<file path="src/rtl/gray_bin_ring_counter_if.sv">
// Control and status bundle for gray_bin_ring_counter.
// The master side owns clear/count_en/count_dn; the counter (slave) returns
// the binary index, the matching gray code, the lap bit and the wrap strobe.
interface gray_bin_ring_counter_if #(
  parameter int WIDTH = 4
);

  logic             clear;
  logic             count_en;
  logic             count_dn;
  logic [WIDTH-1:0] bin_out;
  logic [WIDTH-1:0] gray_out;
  logic             lap;
  logic             wrap_pulse;

  modport master (
    output clear,
    output count_en,
    output count_dn,
    input  bin_out,
    input  gray_out,
    input  lap,
    input  wrap_pulse
  );

  modport slave (
    input  clear,
    input  count_en,
    input  count_dn,
    output bin_out,
    output gray_out,
    output lap,
    output wrap_pulse
  );

endinterface

</file>
<file path="src/rtl/gray_bin_ring_counter.sv">
// Modulo-DEPTH up/down ring counter producing a binary index and a gray code
// that moves by exactly one bit on every step, wrap-around included. The gray
// code is taken of (index + OFFSET), which centres the used code range on the
// midpoint of the full gray sequence so both ends differ only in the MSB.
// Intended as a read/write pointer source for CDC FIFOs and line buffers.
module gray_bin_ring_counter #(
  parameter int WIDTH = 4,
  parameter int DEPTH = 10
) (
  input logic                    clock,
  input logic                    reset,
  gray_bin_ring_counter_if.slave bus
);

  localparam int OFFSET = ((1 << WIDTH) - DEPTH) / 2;
  localparam int GRAY_ORIGIN_INT = OFFSET ^ (OFFSET >> 1);

  localparam logic [WIDTH-1:0] GRAY_ORIGIN = WIDTH'(GRAY_ORIGIN_INT);
  localparam logic [WIDTH:0]   LAST_EXT    = (WIDTH + 1)'(DEPTH - 1);
  localparam logic [WIDTH:0]   OFFSET_EXT  = (WIDTH + 1)'(OFFSET);
  localparam logic [WIDTH:0]   ONE_EXT     = (WIDTH + 1)'(1);

  // Reject moduli that cannot give a symmetric, single-bit-wrap gray range.
  if ((DEPTH % 2) != 0 || DEPTH < 2 || DEPTH > (1 << WIDTH)) begin : g_bad_depth
    $fatal(1, "gray_bin_ring_counter: DEPTH must be even and within 2..2**WIDTH");
  end

  logic [WIDTH-1:0] bin_q;
  logic [WIDTH-1:0] gray_q;
  logic             lap_q;
  logic             wrap_q;

  logic [WIDTH:0]   bin_ext;
  logic [WIDTH:0]   next_ext;
  logic             next_lap;
  logic             next_wrap;
  logic [WIDTH:0]   offset_ext;
  logic [WIDTH:0]   gray_ext;
  logic [WIDTH-1:0] next_gray;
  logic             unused_msbs;

  assign bin_ext = {1'b0, bin_q};

  // Next index/lap/wrap, in priority order: clear, then a counting step, else hold.
  always_comb begin
    next_ext  = bin_ext;
    next_lap  = lap_q;
    next_wrap = 1'b0;
    if (bus.clear) begin
      next_ext = '0;
      next_lap = 1'b0;
    end else if (bus.count_en) begin
      if (!bus.count_dn) begin
        if (bin_ext == LAST_EXT) begin
          next_ext  = '0;
          next_lap  = ~lap_q;
          next_wrap = 1'b1;
        end else begin
          next_ext = bin_ext + ONE_EXT;
        end
      end else begin
        if (bin_ext == '0) begin
          next_ext  = LAST_EXT;
          next_lap  = ~lap_q;
          next_wrap = 1'b1;
        end else begin
          next_ext = bin_ext - ONE_EXT;
        end
      end
    end
  end

  // Gray code is derived from the next index so both outputs register together.
  assign offset_ext  = next_ext + OFFSET_EXT;
  assign gray_ext    = offset_ext ^ (offset_ext >> 1);
  assign next_gray   = gray_ext[WIDTH-1:0];
  assign unused_msbs = ^{next_ext[WIDTH], gray_ext[WIDTH]};

  // Output registers; reset drops everything to the origin immediately.
  always_ff @(posedge clock or posedge reset) begin
    if (reset) begin
      bin_q  <= '0;
      gray_q <= GRAY_ORIGIN;
      lap_q  <= 1'b0;
      wrap_q <= 1'b0;
    end else begin
      bin_q  <= next_ext[WIDTH-1:0];
      gray_q <= next_gray;
      lap_q  <= next_lap;
      wrap_q <= next_wrap;
    end
  end

  assign bus.bin_out    = bin_q;
  assign bus.gray_out   = gray_q;
  assign bus.lap        = lap_q;
  assign bus.wrap_pulse = wrap_q;

endmodule

</file>
<file path="src/flat_wrapper.sv">
// flat-port wrapper written by rule: the top's interface ports become plain ports
module gray_bin_ring_counter_flat 
#(
  parameter int WIDTH = 4,
  parameter int DEPTH = 10
)
  (clock, reset, bus_clear, bus_count_en, bus_count_dn, bus_bin_out, bus_gray_out, bus_lap, bus_wrap_pulse);
  gray_bin_ring_counter_if #(.WIDTH(WIDTH)) bus_i ();
  input logic clock;
  input logic reset;
  input wire logic [$bits(bus_i.clear)-1:0] bus_clear;
  input wire logic [$bits(bus_i.count_en)-1:0] bus_count_en;
  input wire logic [$bits(bus_i.count_dn)-1:0] bus_count_dn;
  output wire logic [$bits(bus_i.bin_out)-1:0] bus_bin_out;
  output wire logic [$bits(bus_i.gray_out)-1:0] bus_gray_out;
  output wire logic [$bits(bus_i.lap)-1:0] bus_lap;
  output wire logic [$bits(bus_i.wrap_pulse)-1:0] bus_wrap_pulse;
  assign bus_i.clear = bus_clear;
  assign bus_i.count_en = bus_count_en;
  assign bus_i.count_dn = bus_count_dn;
  assign bus_bin_out = bus_i.bin_out;
  assign bus_gray_out = bus_i.gray_out;
  assign bus_lap = bus_i.lap;
  assign bus_wrap_pulse = bus_i.wrap_pulse;
  gray_bin_ring_counter #(.WIDTH(WIDTH), .DEPTH(DEPTH)) u_core (.clock(clock), .reset(reset), .bus(bus_i));
endmodule
</file>
<file path="config.mk">
export PLATFORM = sky130hd
export DESIGN_NAME = gray_bin_ring_counter_flat
export DESIGN_NICKNAME = d
export VERILOG_FILES = /design/src/rtl/gray_bin_ring_counter_if.sv /design/src/rtl/gray_bin_ring_counter.sv /design/src/flat_wrapper.sv
export SDC_FILE = /design/constraint.sdc
export NUM_CORES = 1
export LEC_CHECK = 0
export ABC_AREA = 1
export ABC_CLOCK_PERIOD_IN_PS = 5600
export CAP_MARGIN = 20
export CORE_AREA = 2 2 51 53
export CTS_BUF_LIST = sky130_fd_sc_hd__clkbuf_4 sky130_fd_sc_hd__clkbuf_8
export DETAILED_ROUTE_END_ITERATION = 7
export DIE_AREA = 0 0 53 55
export MAX_ROUTING_LAYER = met4
export PLACE_DENSITY_LB_ADDON = 0.08
export SLEW_MARGIN = 20
export SYNTH_ARGS = -nofsm -noshare
export SYNTH_HDL_FRONTEND = slang
export SYNTH_SLANG_ARGS = --single-unit
</file>
<file path="constraint.sdc">
create_clock -name clock -period 5.6 [get_ports clock]
set_input_delay 1.12 -clock clock [delete_from_list [all_inputs] [get_ports clock]]
set_output_delay 1.12 -clock clock [all_outputs]
set_load 0.05 [all_outputs]
</file>
## Word level (Yosys, flattened, before mapping)

Index checks and enable logic that the tools add are counted.
Widths: inputs -> output; s select.

- Register bits: 10
- Input bits: 5
- Output and inout bits: 10
- Logic and storage cells: 30

- Add/sub/neg operators: 3
- Equal/unequal tests: 2
- Multiplexer cells: 15
- Bitwise gates (word level): 2
- Reduce and logical (&&, ||, !) cells: 4

Operators by type and width:

| kind | count |
|---|---|
| $mux 5 | 5 |
| $mux 1 | 10 |
| $add 4x1->5 const B | 1 |
| $add 5x2->5 const B | 1 |
| $logic_not 5->1 | 1 |
| $sub 4x1->5 const B | 1 |
| $eq 4x4->1 const B | 1 |
| $xor 4x4->4 | 1 |
| $ne 3x2->1 const B | 1 |
| $reduce_and 3->1 | 1 |
| $reduce_bool 3->1 | 1 |
| $reduce_bool 2->1 | 1 |
| $not 1->1 | 1 |

## Longest topological paths before layout

- Depth in word-level cells: 7
- Gate-level depth with buffers: 14

## Least setup slack after synthesis

OpenSTA, ideal clock, no wires.

- Path kind: input -> register
- Start: in bus_count_dn
- End: reg u_core.gray_q[2], in the netlist u_core.bus.gray_out[2]
- Library setup time: 117 ps
- Arrival time: 2,131 ps
- Required time: 5,483 ps
- Setup slack: 3,352 ps
- Stages: 10
- Buffers on the path: 0
- Path through: inv_1 a21oi_1 a21oi_1 nand2_2 ha_1 nand3b_1 nand2_1 inv_1 nand3_1 nand2_1

- Longest elaborated chain between the ends: 5

Ends and longest elaborated chain:

| element | line | text |
|---|---|---|
| start, declared | flat_wrapper.sv:13 | `input wire logic [$bits(bus_i.count_dn)-1:0] bus_count_dn;` |
| $mux 5 | gray_bin_ring_counter.sv:53 | `if (!bus.count_dn) begin` |
| $mux 5 | gray_bin_ring_counter.sv:52 | `end else if (bus.count_en) begin` |
| $mux 5 | gray_bin_ring_counter.sv:49 | `if (bus.clear) begin` |
| $add 5x2->5 | gray_bin_ring_counter.sv:74 | `assign offset_ext = next_ext + OFFSET_EXT;` |
| $xor 4x4->4 | gray_bin_ring_counter.sv:75 | `assign gray_ext = offset_ext ^ (offset_ext >> 1);` |
| via u_core.gray_ext[2] | gray_bin_ring_counter.sv:38 | `logic [WIDTH:0] gray_ext;` |
| end signal, assigned | gray_bin_ring_counter.sv:88 | `gray_q <= next_gray;` |
| end, declared | gray_bin_ring_counter.sv:29 | `logic [WIDTH-1:0] gray_q;` |

The timed path passes the listed nets, and every way through them passes these cells.
A chain may end at the register's enable or synchronous reset.

## Final worst setup path

- Start: in bus_count_en
- End: reg u_core.gray_q[2], in the netlist u_core.bus.gray_out[2]

- Longest elaborated chain between the ends: 4

Ends and longest elaborated chain:

| element | line | text |
|---|---|---|
| start, declared | flat_wrapper.sv:12 | `input wire logic [$bits(bus_i.count_en)-1:0] bus_count_en;` |
| $mux 5 | gray_bin_ring_counter.sv:52 |  |
| $mux 5 | gray_bin_ring_counter.sv:49 |  |
| $add 5x2->5 | gray_bin_ring_counter.sv:74 |  |
| $xor 4x4->4 | gray_bin_ring_counter.sv:75 |  |
| via u_core.gray_ext[2] | gray_bin_ring_counter.sv:38 |  |

The timed path passes the listed nets, and every way through them passes these cells.

==> reports/metrics.cfg <==
[outcome]
status=complete, no violations

[clock_tree]
root_buffer=clkbuf_4
path_clk_slew_ns=0.07
cts_tree=yes
clkLatencyLatePin_ns=0.26
cts_htree_levels=1
ctsHoldBuffers=0
cts_inserted_buffers=3
cts_resized=0
cts_setup_buffers=0
cts.sinks=10
clockBufferDepth=2

[routing]
vias=654
drt-pass1-iter-count=6
ant_nets=0
wire_per_inst_um=10.7
drcViolationCount=0
wl_mm=1.53
drt_iter0_drc=13
vias_per_cell=4.54

[final_layout]
drive_gt1_frac=0.167
fill_cells=263
fin_nets=124
seq_area_um2=251
multi_input_area_um2=380
final_design_area_no_fill_um2=906
antenna_cells=0
area.growth.synth_to_final_pct=30.9
final_util=0.383
fin_cells=144

[floorplan]
ioPinCount=15
start_util=0.293
die_x_um=53
core-area_mm2=0.00236
rows=18
die-area_mm2=0.00292
die_h_um=55

[power]
switching_share=0.394
power_frac_comb=0.411
p_per_area_mw_per_mm2=291
ir_drop_mv=0.145
seqPwrFrac=0.344
p_leak_nw=0.453
p_clk_frac=0.246
power.switching_mw=0.104
internal_power_mw=0.159

[global_route]
grt_pass1_wl_mm=2.66
grt_pass1_vias=637
grt_max_degree=11
grt.met1_usage=0.159
grt_overflow=0
met2_usage=0.219
busiest_layer=met2
use_met3=0.0161
grt.total_usage=0.133
antenna_found_initial=0

[synth]
avgSynthCellArea_um2=7.21
syn_inst=96
synth_nets=105
synth_cell_types=19
synthesis.area_um2=692
yosysSeqAreaShare=0.363
ys_ff_latch=10
ys_warn_count=0

[hold_path]
hold_path_class=flip-flop to flip-flop
hp-start=u_core.bus.lap

[placed_design]
hpwl_mm=1.25
io_buffer_count=14
gp_congestion=0.822
dp.cells=140
placed_cell_area_um2=870

[timing]
period_needed_ns=2.73
tns_ns=0
whs_ns=0.529
hold_viol_final=0
rsz0062_at_grt=false
relSlewSlack=0.664
skew_ns=0.00666
setup_viol=0
period_share=0.487
slew_viol_final=0
tightest_slew_ns=0.503
max_freq_mhz=367

[flow_run]
maxCapViolCount=0

[critical_path]
cp.required_ns=5.76
r2r_start=u_core.bus.bin_out[0]
worstSetupStartpoint=bus_count_en
arrival_ns=2.89
cp-start-kind=input port
worst_setup_path_end_kind=flip-flop
crit_fanout=8
critPathKind=input port to flip-flop

[per-layer routing]
metal,wire length [um],part of all wire,up-vias
met5,0,0,-
met4,18,0.012,0
met3,39,0.025,2
met2,785,0.51,7
met1,691,0.45,303
li1,-,-,342
[cell type report]
class | instances | share of cell area
repair buffers | 14 | 0.155
well taps | 30 | 0.0414
clock buffers | 4 | 0.0401
flip-flops and latches | 10 | 0.278
multi-input cells | 70 | 0.420
inverters | 16 | 0.0663
[registers in the layout, indices dropped and copies added, names as in the netlist]
| signal | flops |
|---|---|
| u_core.bus.bin_out | 4 |
| u_core.bus.gray_out | 4 |
| u_core.bus.lap | 1 |
| u_core.bus.wrap_pulse | 1 |
[worst max-delay path, stage by stage]
cell and delay [ns]:
clkdlybuf4s50_1 0.65, inv_2 0.11, a21oi_1 0.18, nand2_2 0.12, ha_1 0.22, nand3b_1 0.19
nand2_1 0.14, inv_1 0.05, nand3_1 0.06, nand2_1 0.05
[layout by cell type, fill, tap and decap left out]
cell	instances
nor3_1	1
nor2_1	4
xor2_1	1
nand3_1	13
a21oi_1	6
o21ai_1	1
inv_2	4
nand2_1	24
nand2_2	7
clkbuf_4	3
nand4_1	2
a21boi_2	1
a21oi_2	2
xnor2_1	1
ha_1	4
dfrtp_1	9
clkbuf_8	1
inv_1	12
nand3b_1	1
o21ai_0	2
dfstp_2	1
clkdlybuf4s50_1	14
[cell usage after synthesis]
cell type	number	area share
a21boi_2	1	0.016
a21oi_1	6	0.043
a21oi_2	2	0.025
dfrtp_1	9	0.33
dfstp_2	1	0.038
ha_1	4	0.072
inv_1	12	0.065
inv_2	4	0.022
nand2_1	24	0.13
nand2_2	7	0.063
nand3_1	13	0.094
nand3b_1	1	0.011
nand4_1	2	0.018
nor2_1	4	0.022
nor3_1	1	0.0072
o21ai_0	2	0.014
o21ai_1	1	0.0072
xnor2_1	1	0.013
xor2_1	1	0.013
[power by group through the flow]
stage               logic (mW)  clock network, mW  registers (mW)
CTS                      0.109             0.0690          0.0907
global route             0.118             0.0719          0.0923
finish                   0.108             0.0647          0.0905
global placement         0.110                  0          0.0923
detailed placement       0.109                  0          0.0919
floorplan               0.0393                  0           0.128
[metrics by stage]
stage	setup slack, ns	power (mW)
2_1_floorplan	3.35	0.167
3_3_place_gp	2.63	0.202
3_5_place_dp	2.58	0.201
4_1_cts	2.86	0.269
5_1_grt	2.65	0.282
6_report	2.87	0.263
[worst paths after layout]
check	to	slack, ns	cells after the start
worst max-delay path	u_core.bus.gray_out[2]	2.87	10
worst min-delay path	u_core.bus.lap	0.53	2
worst max register to register	u_core.bus.gray_out[2]	3.54	12
worst min register to register	u_core.bus.lap	0.53	2
max in group asynchronous	u_core.bus.gray_out[1]	4.17	2
min in group asynchronous	u_core.bus.gray_out[2]	1.13	2
[cell families (layout without fill, tap and decap cells)]
group,after synthesis,count (layout),synth area share
buffers and inverters,16,34,0.0868
and+or+nand+nor,52,52,0.345
xor gates and xnor gates,2,2,0.0253
adders and majority gates,4,4,0.0723
AOI/OAI and AO/OA,12,12,0.107
DFF,10,10,0.363
Power figures use the tool's default switching activity.
